===== src/rtl/tape_ctrl_pkg.sv =====
// Shared definitions for the data-tape controller and the tape memory it drives.
package tape_ctrl_pkg;

  localparam int CELL_W_DEF = 8;
  localparam int DEPTH_DEF  = 8;

  localparam logic [2:0] OP_NOP   = 3'd0;
  localparam logic [2:0] OP_INC   = 3'd1;
  localparam logic [2:0] OP_DEC   = 3'd2;
  localparam logic [2:0] OP_RIGHT = 3'd3;
  localparam logic [2:0] OP_LEFT  = 3'd4;
  localparam logic [2:0] OP_READ  = 3'd5;
  localparam logic [2:0] OP_WRITE = 3'd6;

  typedef enum logic [1:0] {
    ST_READY = 2'd0,
    ST_LOAD  = 2'd1,
    ST_LWAIT = 2'd2
  } state_e;

endpackage


===== src/rtl/tape_ctrl.sv =====
// Data-tape access controller: owns the pointer and a cached copy of the current cell,
// and is the only driver of the tape memory ports.
module tape_ctrl
  import tape_ctrl_pkg::*;
#(
  parameter int CELL_W = CELL_W_DEF,
  parameter int DEPTH  = DEPTH_DEF,
  localparam int ADDR_W = $clog2(DEPTH)
) (
  input  logic              clk_i,
  input  logic              rst_i,
  // Command handshake: a command transfers on a rising edge where cmd_valid_i and
  // cmd_ready_o are both 1; the sequencer holds op/arg stable until then. Every accepted
  // command produces exactly one single-cycle rsp_valid_o pulse.
  input  logic              cmd_valid_i,
  output logic              cmd_ready_o,
  input  logic [2:0]        cmd_op_i,
  input  logic [CELL_W-1:0] cmd_arg_i,
  output logic              rsp_valid_o,
  output logic [CELL_W-1:0] rsp_data_o,
  output logic              cell_zero_o,
  output logic [ADDR_W-1:0] ptr_o,
  output logic              mem_ren_o,
  output logic [ADDR_W-1:0] mem_raddr_o,
  input  logic [CELL_W-1:0] mem_rdata_i,
  output logic              mem_wen_o,
  output logic [ADDR_W-1:0] mem_waddr_o,
  output logic [CELL_W-1:0] mem_wdata_o,
  output logic [1:0]        state_o
);

  state_e              state_q, state_d;
  logic [CELL_W-1:0]   cache_q, cache_d;
  logic [ADDR_W-1:0]   ptr_d;
  logic                cmd_ready_d, rsp_valid_d, cell_zero_d, mem_ren_d, mem_wen_d;
  logic [CELL_W-1:0]   rsp_data_d, mem_wdata_d;
  logic [ADDR_W-1:0]   mem_raddr_d, mem_waddr_d;
  logic                accept, is_move;

  assign accept  = cmd_valid_i & cmd_ready_o;
  assign is_move = (cmd_op_i == OP_RIGHT) || (cmd_op_i == OP_LEFT);
  assign state_o = state_q;

  always_ff @(posedge clk_i or negedge rst_i) begin
    if (!rst_i) state_q <= ST_READY;
    else        state_q <= state_d;
  end

  always_comb begin
    state_d = state_q;
    case (state_q)
      ST_READY: if (accept && is_move) state_d = ST_LOAD;
      ST_LOAD:  state_d = ST_LWAIT;
      ST_LWAIT: state_d = ST_READY;
      default:  state_d = ST_READY;
    endcase
  end

  // Next values of every registered output; writes always carry the freshly updated cache.
  always_comb begin
    ptr_d       = ptr_o;
    cache_d     = cache_q;
    rsp_valid_d = 1'b0;
    rsp_data_d  = rsp_data_o;
    mem_ren_d   = 1'b0;
    mem_raddr_d = '0;
    mem_wen_d   = 1'b0;
    mem_waddr_d = '0;
    mem_wdata_d = '0;
    case (state_q)
      ST_READY: begin
        if (accept) begin
          case (cmd_op_i)
            OP_INC, OP_DEC, OP_WRITE: begin
              if (cmd_op_i == OP_INC)      cache_d = cache_q + cmd_arg_i;
              else if (cmd_op_i == OP_DEC) cache_d = cache_q - cmd_arg_i;
              else                         cache_d = cmd_arg_i;
              mem_wen_d   = 1'b1;
              mem_waddr_d = ptr_o;
              mem_wdata_d = cache_d;
              rsp_valid_d = 1'b1;
              rsp_data_d  = cache_d;
            end
            OP_RIGHT, OP_LEFT: begin
              if (cmd_op_i == OP_RIGHT) ptr_d = ptr_o + cmd_arg_i[ADDR_W-1:0];
              else                      ptr_d = ptr_o - cmd_arg_i[ADDR_W-1:0];
              mem_ren_d   = 1'b1;
              mem_raddr_d = ptr_d;
            end
            default: begin
              rsp_valid_d = 1'b1;
              rsp_data_d  = cache_q;
            end
          endcase
        end
      end
      ST_LWAIT: begin
        cache_d     = mem_rdata_i;
        rsp_valid_d = 1'b1;
        rsp_data_d  = mem_rdata_i;
      end
      default: ;
    endcase
    cell_zero_d = (cache_d == '0);
    cmd_ready_d = (state_d == ST_READY);
  end

  always_ff @(posedge clk_i or negedge rst_i) begin
    if (!rst_i) begin
      ptr_o       <= '0;
      cache_q     <= '0;
      cmd_ready_o <= 1'b1;
      cell_zero_o <= 1'b1;
      rsp_valid_o <= 1'b0;
      rsp_data_o  <= '0;
      mem_ren_o   <= 1'b0;
      mem_raddr_o <= '0;
      mem_wen_o   <= 1'b0;
      mem_waddr_o <= '0;
      mem_wdata_o <= '0;
    end else begin
      ptr_o       <= ptr_d;
      cache_q     <= cache_d;
      cmd_ready_o <= cmd_ready_d;
      cell_zero_o <= cell_zero_d;
      rsp_valid_o <= rsp_valid_d;
      rsp_data_o  <= rsp_data_d;
      mem_ren_o   <= mem_ren_d;
      mem_raddr_o <= mem_raddr_d;
      mem_wen_o   <= mem_wen_d;
      mem_waddr_o <= mem_waddr_d;
      mem_wdata_o <= mem_wdata_d;
    end
  end

endmodule


===== config.mk =====
export PLATFORM = sky130hd
export DESIGN_NAME = tape_ctrl
export DESIGN_NICKNAME = d
export VERILOG_FILES = /design/src/rtl/tape_ctrl_pkg.sv /design/src/rtl/tape_ctrl.sv
export SDC_FILE = /design/constraint.sdc
export NUM_CORES = 1
export LEC_CHECK = 0
export ABC_AREA = 1
export CELL_PAD_IN_SITES_DETAIL_PLACEMENT = 0
export CELL_PAD_IN_SITES_GLOBAL_PLACEMENT = 1
export CORE_MARGIN = 3
export CORE_UTILIZATION = 34
export CTS_CLUSTER_DIAMETER = 150
export DETAILED_ROUTE_END_ITERATION = 12
export PLACE_DENSITY_LB_ADDON = 0.1
export SKIP_CTS_REPAIR_TIMING = 1
export SKIP_LAST_GASP = 1
export SYNTH_ARGS = -nofsm -noshare
export SYNTH_HDL_FRONTEND = slang
export SYNTH_SLANG_ARGS = --single-unit

===== constraint.sdc =====
create_clock -name clk_i -period 2.11 [get_ports clk_i]
set_input_delay 0.211 -clock clk_i [delete_from_list [all_inputs] [get_ports clk_i]]
set_output_delay 0.211 -clock clk_i [all_outputs]
set_load 0.005 [all_outputs]

==> results of run 1 <==
==> stage by stage <==
stage	util	setup TNS [ns]	power [uW]	cells
finish	0.513	-0.0910	3350	593
global route	0.513	-0.357	3640	593
CTS	0.493	-0.0985	3240	591
detailed placement	0.483	-3.57	2730	583
global placement	0.483	-3.28	2720	583
floorplan	-	0	1960	386
==> power by group through the flow <==
stage,combinational [uW],clock [uW],sequential [uW]
floorplan,913,0,1050
global placement,1660,0,1060
detailed placement,1660,0,1060
CTS,1680,514,1050
global route,2020,539,1080
finish,1800,504,1050
==> cells in the mapped netlist <==
master	n	area (um^2)
a31oi_1	6	37.5
dfrtp_1	38	951
ha_1	17	213
nand2_1	98	368
nor2_1	30	113
nand4_1	8	50.1
o21bai_1	4	30.0
buf_2	3	15.0
dfstp_2	2	52.6
fa_1	3	60.1
nor3_1	1	5.00
o21a_1	1	7.51
inv_4	1	6.26
buf_4	3	22.5
xnor2_1	1	8.76
nand3_2	7	70.1
a21oi_2	2	17.5
nand3_4	1	17.5
a21oi_1	17	85.1
nor4_1	2	12.5
inv_1	57	214
nor2_2	5	31.3
nand3_1	37	185
nor2_4	3	33.8
a21oi_4	1	16.3
buf_6	1	11.3
nand4_2	1	12.5
o21ai_0	11	55.1
xor2_1	3	26.3
o21ai_1	2	10.0
nand2_4	1	11.3
nand2_2	8	50.1
o21ai_2	1	8.76
inv_2	10	37.5
==> worst max-delay path: cells and delay by family (launching register included) <==
| kind | cells | cell delay, ns |
|---|---|---|
| and+or+nand+nor | 10 | 0.82 |
| adders and majority gates | 2 | 0.60 |
| DFF | 1 | 0.42 |
| AOI/OAI and AO/OA | 1 | 0.16 |
| buffers and inverters | 1 | 0.15 |
==> cells by family after synthesis <==
group / after synthesis
AND/OR/NAND/NOR: 202
buffers and inverters: 75
AO/OA/AOI/OAI: 45
flip-flops: 40
adder cells (fa/ha/maj): 20
XOR/XNOR: 4
==> worst max path at each step <==
stage | from | end | slack [ns]
final | cache_q[0]$_DFF_PN0_ | cell_zero_o$_DFF_PN1_ | -0.09
after detailed placement | cmd_arg_i[0] | cell_zero_o$_DFF_PN1_ | -0.37
after floorplan | cache_q[0]$_DFF_PN0_ | cell_zero_o$_DFF_PN1_ | 0.15
after global placement | cmd_arg_i[0] | cell_zero_o$_DFF_PN1_ | -0.35
after global routing | cache_q[0]$_DFF_PN0_ | cell_zero_o$_DFF_PN1_ | -0.23
after CTS | cmd_arg_i[0] | cell_zero_o$_DFF_PN1_ | -0.09
==> sequential cells by signal, indices dropped and copies added (netlist names) <==
name / cells
cache_q: 8
cell_zero_o: 1
cmd_ready_o: 1
mem_raddr_o: 3
mem_ren_o: 1
mem_waddr_o: 3
mem_wdata_o: 8
mem_wen_o: 1
ptr_o: 3
rsp_data_o: 8
rsp_valid_o: 1
state_o: 2
==> layer usage <==
| metal | GRT usage | routed length [um] | share of wire |
|---|---|---|---|
| met2 | 0.294 | 3980 | 0.49 |
| met4 | 0.0479 | 160 | 0.020 |
| met3 | 0.0452 | 417 | 0.051 |
| met1 | 0.219 | 3620 | 0.44 |
| met5 | 0 | 0 | 0 |
==> layout by cell type, fill, tap and decap left out, types with 2 or more instances in the layout <==
| cell type | Yosys | routed |
|---|---|---|
| nand2_1 | 98 | 93 |
| inv_1 | 57 | 54 |
| clkdlybuf4s50_1 | 0 | 51 |
| buf_4 | 3 | 49 |
| dfrtp_1 | 38 | 38 |
| nand3_1 | 37 | 32 |
| nor2_1 | 30 | 28 |
| a21oi_1 | 17 | 15 |
| inv_2 | 10 | 13 |
| nand2_2 | 8 | 13 |
| nand3_2 | 7 | 12 |
| ha_1 | 17 | 11 |
| o21ai_0 | 11 | 10 |
| nand4_1 | 8 | 8 |
| nor2_2 | 5 | 7 |
| a31oi_1 | 6 | 6 |
| ha_4 | 0 | 5 |
| clkbuf_8 | 0 | 5 |
| a21oi_2 | 2 | 4 |
| o21bai_1 | 4 | 4 |
| nor2_4 | 3 | 3 |
| o21ai_2 | 1 | 3 |
| nor4_1 | 2 | 2 |
| xor2_1 | 3 | 2 |
| fa_2 | 0 | 2 |
| dfstp_2 | 2 | 2 |
| clkbuf_1 | 0 | 2 |
==> final cells by class <==
cell class | count | share of cell area
Multi-Input combinational cell | 271 | 0.411
Sequential cell | 40 | 0.247
Timing Repair Buffer | 104 | 0.228
Inverter | 68 | 0.0634
Tap cell | 102 | 0.0314
Clock buffer | 7 | 0.0188
Clock inverter | 1 | 0.00123
==> metrics.md, run 1 <==
| Metric | Value |
|---|---|
| Mean Syn Cell Area | `7.37 um^2` |
| CORE AREA | `7930 um^2` |
| Switching share of power | `0.397` |
| Clock Latency Late Sink | `0.29 ns` |
| Gr usage total | `0.174` |
| GR Overflow Total | `0` |
| Combinational power share | `0.536` |
| Synth Area in XOR/XNOR | `0.0123` |
| Worst Path Class, Setup | `reg -> reg` |
| Worst R2R End | `cell_zero_o$_DFF_PN1_` |
| Num rows | `32` |
| RSZ-0062 raised after global routing | `true` |
| Design Area, Final | `4070 um^2` |
| Layout cells sized above 1 | `0.261` |
| Worst r2r src | `cache_q[0]$_DFF_PN0_` |
| Max Buffers Root-to-Sink | `2` |
| Nets | `532` |
| HPWL after DPL | `6660 um` |
| Clock root cell | `clkbuf_8` |
| Synth Area in Compound Gates | `0.0941` |
| #FFs+latches synth | `40` |
| Most used cell, CP | `nor2_2` |
| Final WL | `8180 um` |
| CTS tree | `done` |
| Simple-gate share of the synthesized area | `0.337` |
| Fin. Hold Viols | `0` |
| Sequential share of power | `0.314` |
| Yosys cell types | `34` |
| Crit-path slowest cell | `dfrtp_1` |
| Int Power | `2020 uW` |
| Initial antenna violation count | `0` |
| Chip Height | `97.5 um` |
| Fill cells | `817` |
| Period Utilization, post-route | `1.04` |
| DR vias | `2,853` |
| Cells along the critical path | `buf_4 -> ha_2 -> fa_2 -> nor2_2 -> nor2_2 -> nand2_2 -> nand3_2 -> nand2_2 -> nand2_2 -> a21oi_2 -> nand2_1 -> nor2_2 -> nand2_1 -> nor2_2` |
| CTS H-Tree Depth | `2` |
| Reg area | `1000 um^2` |
| Largest family of logic cells by synthesized area | `simple AND/OR/NAND/NOR gates` |
| Worst path max stage delay | `0.42 ns` |
| Seq/Total Area, Yosys | `0.353` |
| Pre-CTS setup slack | `-0.373 ns` |
| Cell depth of the worst flop-to-flop path | `14` |
| Global-route wire length before repair | `13,400 um` |
| First-pass DRT Iterations | `4` |
| Vias in the first global route | `2,809` |
| WP data required | `2.34 ns` |
| Clk_skew | `0.00713 ns` |
| Crit Path Max Fanout | `3` |
| Area grow syn2layout | `42.9%` |
| CTS buffer count | `5` |
| Clk sinks | `40` |
| Failing checks | `setup timing` |
| Antenna diode count | `0` |
| Vias per std cell | `4.81` |
| Worst EP arrival | `2.43 ns` |
| Mapped Area | `2850 um^2` |
| Leakage | `0.00204 uW` |
| Gate Count Post-Synth | `386` |
| Rel. slew slack | `0.671` |
| Number of port buffers | `53` |
| Drt drc | `0` |
| Die area | `9500 um^2` |
| Critical Path End Type | `flop` |
| Startpoint types | `flop` |
| Worst Max-Slew Pin Slew | `0.494 ns` |
| Initial Util | `0.359` |
| Final number of setup-violating endpoints | `1` |
| Max rail drop VDD | `454 uV` |
| Mux contribution to synthesized area | `0` |
| Die X | `97.5 um` |
| Area share of fa/ha/maj cells after synthesis | `0.0959` |
| Slew Limit Fails | `0` |
| Largest net degree at the start of global routing | `25` |
| Area after DPL | `3830 um^2` |
| First DRT Iteration DRCs | `102` |
| Outcome | `complete, but fails checks` |
| Post-layout minimum cycle time | `2.20 ns` |
| Pwr dens | `825 nW/um^2` |
| Yosys warning count | `0` |
| CTS clk-pin slew, worst paths | `0.08 ns` |
| Multi-input gate area | `1670 um^2` |
| Final WS setup | `-0.0910 ns` |
| Maxcap violations | `0` |
| Gpl congestion | `0.824` |
| Clock share of power | `0.150` |
| Syn nets | `428` |
| Post-DRT Antenna Nets | `0` |
| WHS | `0.358 ns` |
| P_sw | `1330 uW` |
| Top Ports | `54` |
| HP Class | `in -> async` |
| Wire per inst | `13.8 um` |
| Worst R2R Setup Slack | `-0.09 ns` |
| Fmax | `454 MHz` |
Note: power is estimated with default switching activity, not from simulation.
==> inputs of run 2 (changes only) <==
--- a/config.mk
+++ b/config.mk
@@ -9,7 +9,8 @@
 export CELL_PAD_IN_SITES_DETAIL_PLACEMENT = 0
 export CELL_PAD_IN_SITES_GLOBAL_PLACEMENT = 1
 export CORE_MARGIN = 3
-export CORE_UTILIZATION = 34
+export CORE_UTILIZATION = 35
+export CTS_BUF_LIST = sky130_fd_sc_hd__clkbuf_8
 export CTS_CLUSTER_DIAMETER = 150
 export DETAILED_ROUTE_END_ITERATION = 12
 export PLACE_DENSITY_LB_ADDON = 0.1
==> run 2 against run 1 <==
Effect of this change:
- the flow still finishes with violations (setup timing)
- sequential share of layout area grew 0.084 points
- register-to-register slack gained 0.05 ns
- global-route usage grew 1.9 points
- die area shrank 2.7%
- cell count grew 0.84%
- worst hold slack lost 0.012 ns
- sequential cell count is the same
- clock skew grew 0.0058 ns
- routed wire length is essentially flat
- critical path type unchanged
==> metrics.md, run 2 (synthesis gave the netlist of run 1 again) <==
| Metric | Value |
|---|---|
| Initial antenna violation count | `0` |
| DR vias | `2,862` |
| Pwr dens | `823 nW/um^2` |
| Pre-CTS setup slack | `-0.356 ns` |
| Worst r2r src | `cache_q[0]$_DFF_PN0_` |
| Num rows | `32` |
| First-pass DRT Iterations | `4` |
| Placed Instances | `587` |
| Final WL | `8190 um` |
| Area after DPL | `3870 um^2` |
| Biggest regs | `cache_q: 8 flops, mem_wdata_o: 8 flops, rsp_data_o: 8 flops` |
| Outcome | `complete, but fails checks` |
| Chip Height | `96.2 um` |
| Gr usage total | `0.193` |
| Die X | `96.2 um` |
| Most frequent cells in the layout | `nand2_1 (97), inv_1 (55), buf_4 (53)` |
| Fin. Hold Viols | `0` |
| Vias in the first global route | `2,821` |
| Post-DRT Antenna Nets | `0` |
| Commonest non-fill, non-tap cell in the layout | `nand2_1` |
| Final WS setup | `-0.0382 ns` |
| Worst Max-Slew Pin Slew | `0.358 ns` |
| Global-route wire length before repair | `13,600 um` |
| Final number of setup-violating endpoints | `1` |
| Worst R2R Setup Slack | `-0.04 ns` |
| Worst R2R End | `cell_zero_o$_DFF_PN1_` |
| Startpoint types | `flop` |
| Wire per inst | `13.7 um` |
| Drt drc | `0` |
| Worst EP arrival | `2.39 ns` |
| CTS clk-pin slew, worst paths | `0.09 ns` |
| Initial Util | `0.364` |
| Maxcap violations | `0` |
| CTS tree | `done` |
| HP Class | `in -> async` |
| CTS buffer count | `5` |
| First DRT Iteration DRCs | `107` |
| Largest net degree at the start of global routing | `18` |
| Max rail drop VDD | `455 uV` |
| Layout cells sized above 1 | `0.240` |
| Period Utilization, post-route | `1.02` |
| Clk sinks | `40` |
| RSZ-0062 raised after global routing | `true` |
| Clock root cell | `clkbuf_8` |
| WP data required | `2.35 ns` |
| Top Ports | `54` |
| Clk_skew | `0.0129 ns` |
| Post-layout minimum cycle time | `2.15 ns` |
| Slew Limit Fails | `0` |
| Failing checks | `setup timing` |
| CORE AREA | `7810 um^2` |
| Crit Path Max Fanout | `3` |
| Worst Path Class, Setup | `reg -> reg` |
| Design Area, Final | `4050 um^2` |
| Fmax | `466 MHz` |
| GR Overflow Total | `0` |
| Clock Latency Late Sink | `0.30 ns` |
| Critical Path End Type | `flop` |
| Gpl congestion | `0.837` |
| Die area | `9250 um^2` |
| Leakage | `0.00207 uW` |
| Cell depth of the worst flop-to-flop path | `15` |
| Antenna diode count | `0` |
| Number of port buffers | `53` |
| Rel. slew slack | `0.761` |
| CTS H-Tree Depth | `2` |
| Max Buffers Root-to-Sink | `2` |
| HPWL after DPL | `6700 um` |
| Vias per std cell | `4.79` |
| Area grow syn2layout | `42.4%` |
| Nets | `537` |
| Layout Cells excl Fill | `598` |
[run 2: power by group]
| group | switching, uW | internal (uW) | total (uW) | leakage [uW] |
|---|---|---|---|---|
| combinational | 921 | 849 | 1770 | 0.00152 |
| sequential | 111 | 921 | 1030 | 0.000501 |
| clock | 271 | 261 | 533 | 0.0000486 |
[run 2: critical path, cell delays in order, from the launching register on]
cell and delay, ns:
dfrtp_1 0.42, inv_2 0.09, ha_4 0.12, inv_2 0.04, fa_2 0.45, nand4_1 0.10, nand3_2 0.08, nand2_2 0.08
nand3_1 0.06, nand2_1 0.09, nand2_1 0.07, a21oi_2 0.14, nand2_1 0.08, nor2_2 0.13, nand2_1 0.07, nor2_2 0.08
[run 2: worst max-delay path by stage]
stage,to,slack (ns),cells after the start,from
2_1_floorplan,cell_zero_o$_DFF_PN1_,0.15,15,cache_q[0]$_DFF_PN0_
3_3_place_gp,cell_zero_o$_DFF_PN1_,-0.32,15,cmd_arg_i[0]
3_5_place_dp,ptr_o[2]$_DFFE_PN0P_,-0.36,10,cmd_arg_i[0]
4_1_cts,cell_zero_o$_DFF_PN1_,-0.08,15,cache_q[0]$_DFF_PN0_
5_1_grt,cell_zero_o$_DFF_PN1_,-0.21,19,cache_q[0]$_DFF_PN0_
6_report,cell_zero_o$_DFF_PN1_,-0.04,15,cache_q[0]$_DFF_PN0_
[run 2: per-layer routing]
metal  wire [um]  GRT usage  share of wire  up-vias
met3         416     0.0469          0.051        9
met4          89     0.0533          0.011        0
met2        4010      0.323           0.49       58
met5           0          0              0        -
li1            -          -              -     1444
met1        3670      0.246           0.45     1351
[run 2: area by class of cell]
type	instances	area [um^2]
fill	768	3750
multi-input combinational	271	1590
sequential	40	1000
timing repair buffer	109	976
inverter	68	258
tap	102	128
clock buffer	6	82.6
clock inverter	2	11.3
[run 2: per-stage QoR]
| step | utilization | hold WS [ns] | total power [uW] | TNS, ns |
|---|---|---|---|---|
| after detailed placement | 0.496 | 0.134 | 2760 | -3.53 |
| after global routing | 0.519 | 0.360 | 3630 | -0.714 |
| after floorplan | - | -0.0846 | 1960 | 0 |
| after global placement | 0.496 | 0.129 | 2750 | -2.87 |
| after CTS | 0.508 | -0.191 | 3310 | -0.152 |
| final | 0.519 | 0.346 | 3340 | -0.0382 |
==> inputs of run 3 (changes only) <==
==> constraint.sdc (replaced) <==
create_clock -name clk_i -period 2.11 [get_ports clk_i]
set_input_delay 0.633 -clock clk_i [delete_from_list [all_inputs] [get_ports clk_i]]
set_output_delay 0.633 -clock clk_i [all_outputs]
set_load 0.005 [all_outputs]
==> run 3 against run 2 <==
Effect of this change:
- the flow still finishes with violations (setup timing)
- first-iteration DRC count is 18% lower
- sequential power hardly changed
- die area stayed put
- design area is 8.9% higher
==> metrics.md, run 3 (synthesis gave the netlist of run 1 again) <==
| Metric | Value |
|---|---|
| Number of port buffers | `53` |
| Post-DRT Antenna Nets | `0` |
| Worst Path Class, Setup | `reg -> reg` |
| Final WL | `8520 um` |
| Pwr dens | `803 nW/um^2` |
| Commonest non-fill, non-tap cell in the layout | `nand2_1` |
| Layout cells sized above 1 | `0.345` |
| Pwr Total | `3540 uW` |
| Cells along the critical path | `inv_2 -> ha_4 -> inv_2 -> fa_2 -> nand4_1 -> nand3_2 -> nand2_2 -> nand3_2 -> nand2_2 -> nand2_2 -> a21oi_2 -> nand2_1 -> nor2_2 -> nand2_1 -> nor2_2` |
| Gpl congestion | `0.811` |
| Crit Path Max Fanout | `3` |
| Worst R2R Setup Slack | `-0.07 ns` |
| CP delay by family, top | `simple AND/OR/NAND/NOR gates` |
| HPWL after DPL | `6660 um` |
| CTS H-Tree Depth | `2` |
| Final number of setup-violating endpoints | `2` |
| Num rows | `32` |
| Wire per inst | `13.9 um` |
| Fin. Hold Viols | `0` |
| Crit-path slowest cell | `fa_2` |
| WP data required | `2.34 ns` |
| Nets | `554` |
| Global-route wire length before repair | `13,200 um` |
| GR Overflow Total | `0` |
| DR vias | `2,891` |
| Pre-CTS setup slack | `-0.787 ns` |
| Worst EP arrival | `2.41 ns` |
| Worst R2R End | `cell_zero_o$_DFF_PN1_` |
| Top Ports | `54` |
| Die X | `96.2 um` |
| First DRT Iteration DRCs | `88` |
| Final WS setup | `-0.0711 ns` |
| RSZ-0062 raised after global routing | `true` |
| Failing checks | `setup timing` |
| Worst Max-Slew Pin Slew | `0.518 ns` |
| Post-layout minimum cycle time | `2.18 ns` |
| Leakage | `0.00224 uW` |
| Maxcap violations | `0` |
| Most frequent cells in the layout | `nand2_1 (87), buf_4 (68), inv_1 (50)` |
| Chip Height | `96.2 um` |
| Placed Instances | `599` |
| CTS buffer count | `5` |
| Die area | `9250 um^2` |
| Area grow syn2layout | `55.1%` |
| Initial Util | `0.364` |
| Antenna diode count | `0` |
| Final Util | `0.565` |
| Worst r2r src | `cache_q[0]$_DFF_PN0_` |
| Largest net degree at the start of global routing | `41` |
| Clock root cell | `clkbuf_8` |
| Outcome | `complete, but fails checks` |
| Critical Path End Type | `flop` |
| Layout Cells excl Fill | `615` |
| Gr usage total | `0.189` |
| Drt drc | `0` |
| Slew Limit Fails | `0` |
| Clk sinks | `40` |
| First-pass DRT Iterations | `5` |
| CP Buf/Inv Count | `2` |
| Clock Latency Late Sink | `0.29 ns` |
| Sum Neg Setup Slack | `-0.0734 ns` |
| HP Class | `in -> async` |
| CTS clk-pin slew, worst paths | `0.08 ns` |
| Worst path max stage delay | `0.45 ns` |
| Clk_skew | `0.00586 ns` |
| Max rail drop VDD | `517 uV` |
| Startpoint types | `flop` |
| CORE AREA | `7810 um^2` |
| Initial antenna violation count | `0` |
| Biggest regs | `cache_q: 8 flops, mem_wdata_o: 8 flops, rsp_data_o: 8 flops` |
| Most used cell, CP | `nand2_2` |
| Rel. slew slack | `0.655` |
| Max Buffers Root-to-Sink | `2` |
| Vias in the first global route | `2,765` |
| Cell depth of the worst flop-to-flop path | `15` |
| CTS tree | `done` |
| Fmax | `458 MHz` |
| Period Utilization, post-route | `1.03` |
| Vias per std cell | `4.70` |
run 3: metrics by stage:
stage,cell area (um^2),hold WS (ns)
after global placement,3960,0.521
after global routing,4410,0.421
final,4410,0.386
after detailed placement,3960,0.532
after floorplan,2850,0.337
after CTS,4040,0.405
run 3: how the worst max path moves through the flow:
stage / startpoint / end / slack, ns / depth (start not counted)
floorplan: cmd_arg_i[1] / ptr_o[2]$_DFFE_PN0P_ / 0.002 / 8
global placement: cmd_arg_i[0] / cell_zero_o$_DFF_PN1_ / -0.76 / 15
detailed placement: cmd_arg_i[0] / cell_zero_o$_DFF_PN1_ / -0.79 / 15
CTS: cmd_arg_i[0] / cell_zero_o$_DFF_PN1_ / -0.50 / 15
global route: cache_q[0]$_DFF_PN0_ / cell_zero_o$_DFF_PN1_ / -0.18 / 15
finish: cache_q[0]$_DFF_PN0_ / cell_zero_o$_DFF_PN1_ / -0.07 / 15
run 3: power breakdown:
part           internal (uW)  leakage, uW  switching (uW)
registers                920     0.000501             132
clock network            231    0.0000479             280
logic                    972      0.00170            1010
run 3: layout make-up:
cell class / count / area (um^2)
Tap cell: 102 / 128
Clock inverter: 3 / 18.8
Sequential cell: 40 / 1000
Fill cell: 770 / 3390
Inverter: 68 / 273
Clock buffer: 5 / 68.8
Multi-Input combinational cell: 271 / 1800
Timing Repair Buffer: 126 / 1130
run 3: routing by layer:
metal	wire length, um	global-route usage	vias up
met1	3690	0.244	1354
met2	4440	0.324	54
met5	0	0	-
met4	45	0.0320	0
met3	349	0.0438	4
li1	-	-	1479
run 3: worst reg2reg max path, cell delays in order (launching register included):
cell	delay [ns]
dfrtp_1	0.43
inv_2	0.10
ha_4	0.12
inv_2	0.03
fa_2	0.45
nand4_1	0.10
nand3_2	0.08
nand2_2	0.09
nand3_2	0.06
nand2_2	0.08
nand2_2	0.05
a21oi_2	0.15
nand2_1	0.09
nor2_2	0.12
nand2_1	0.06
nor2_2	0.09
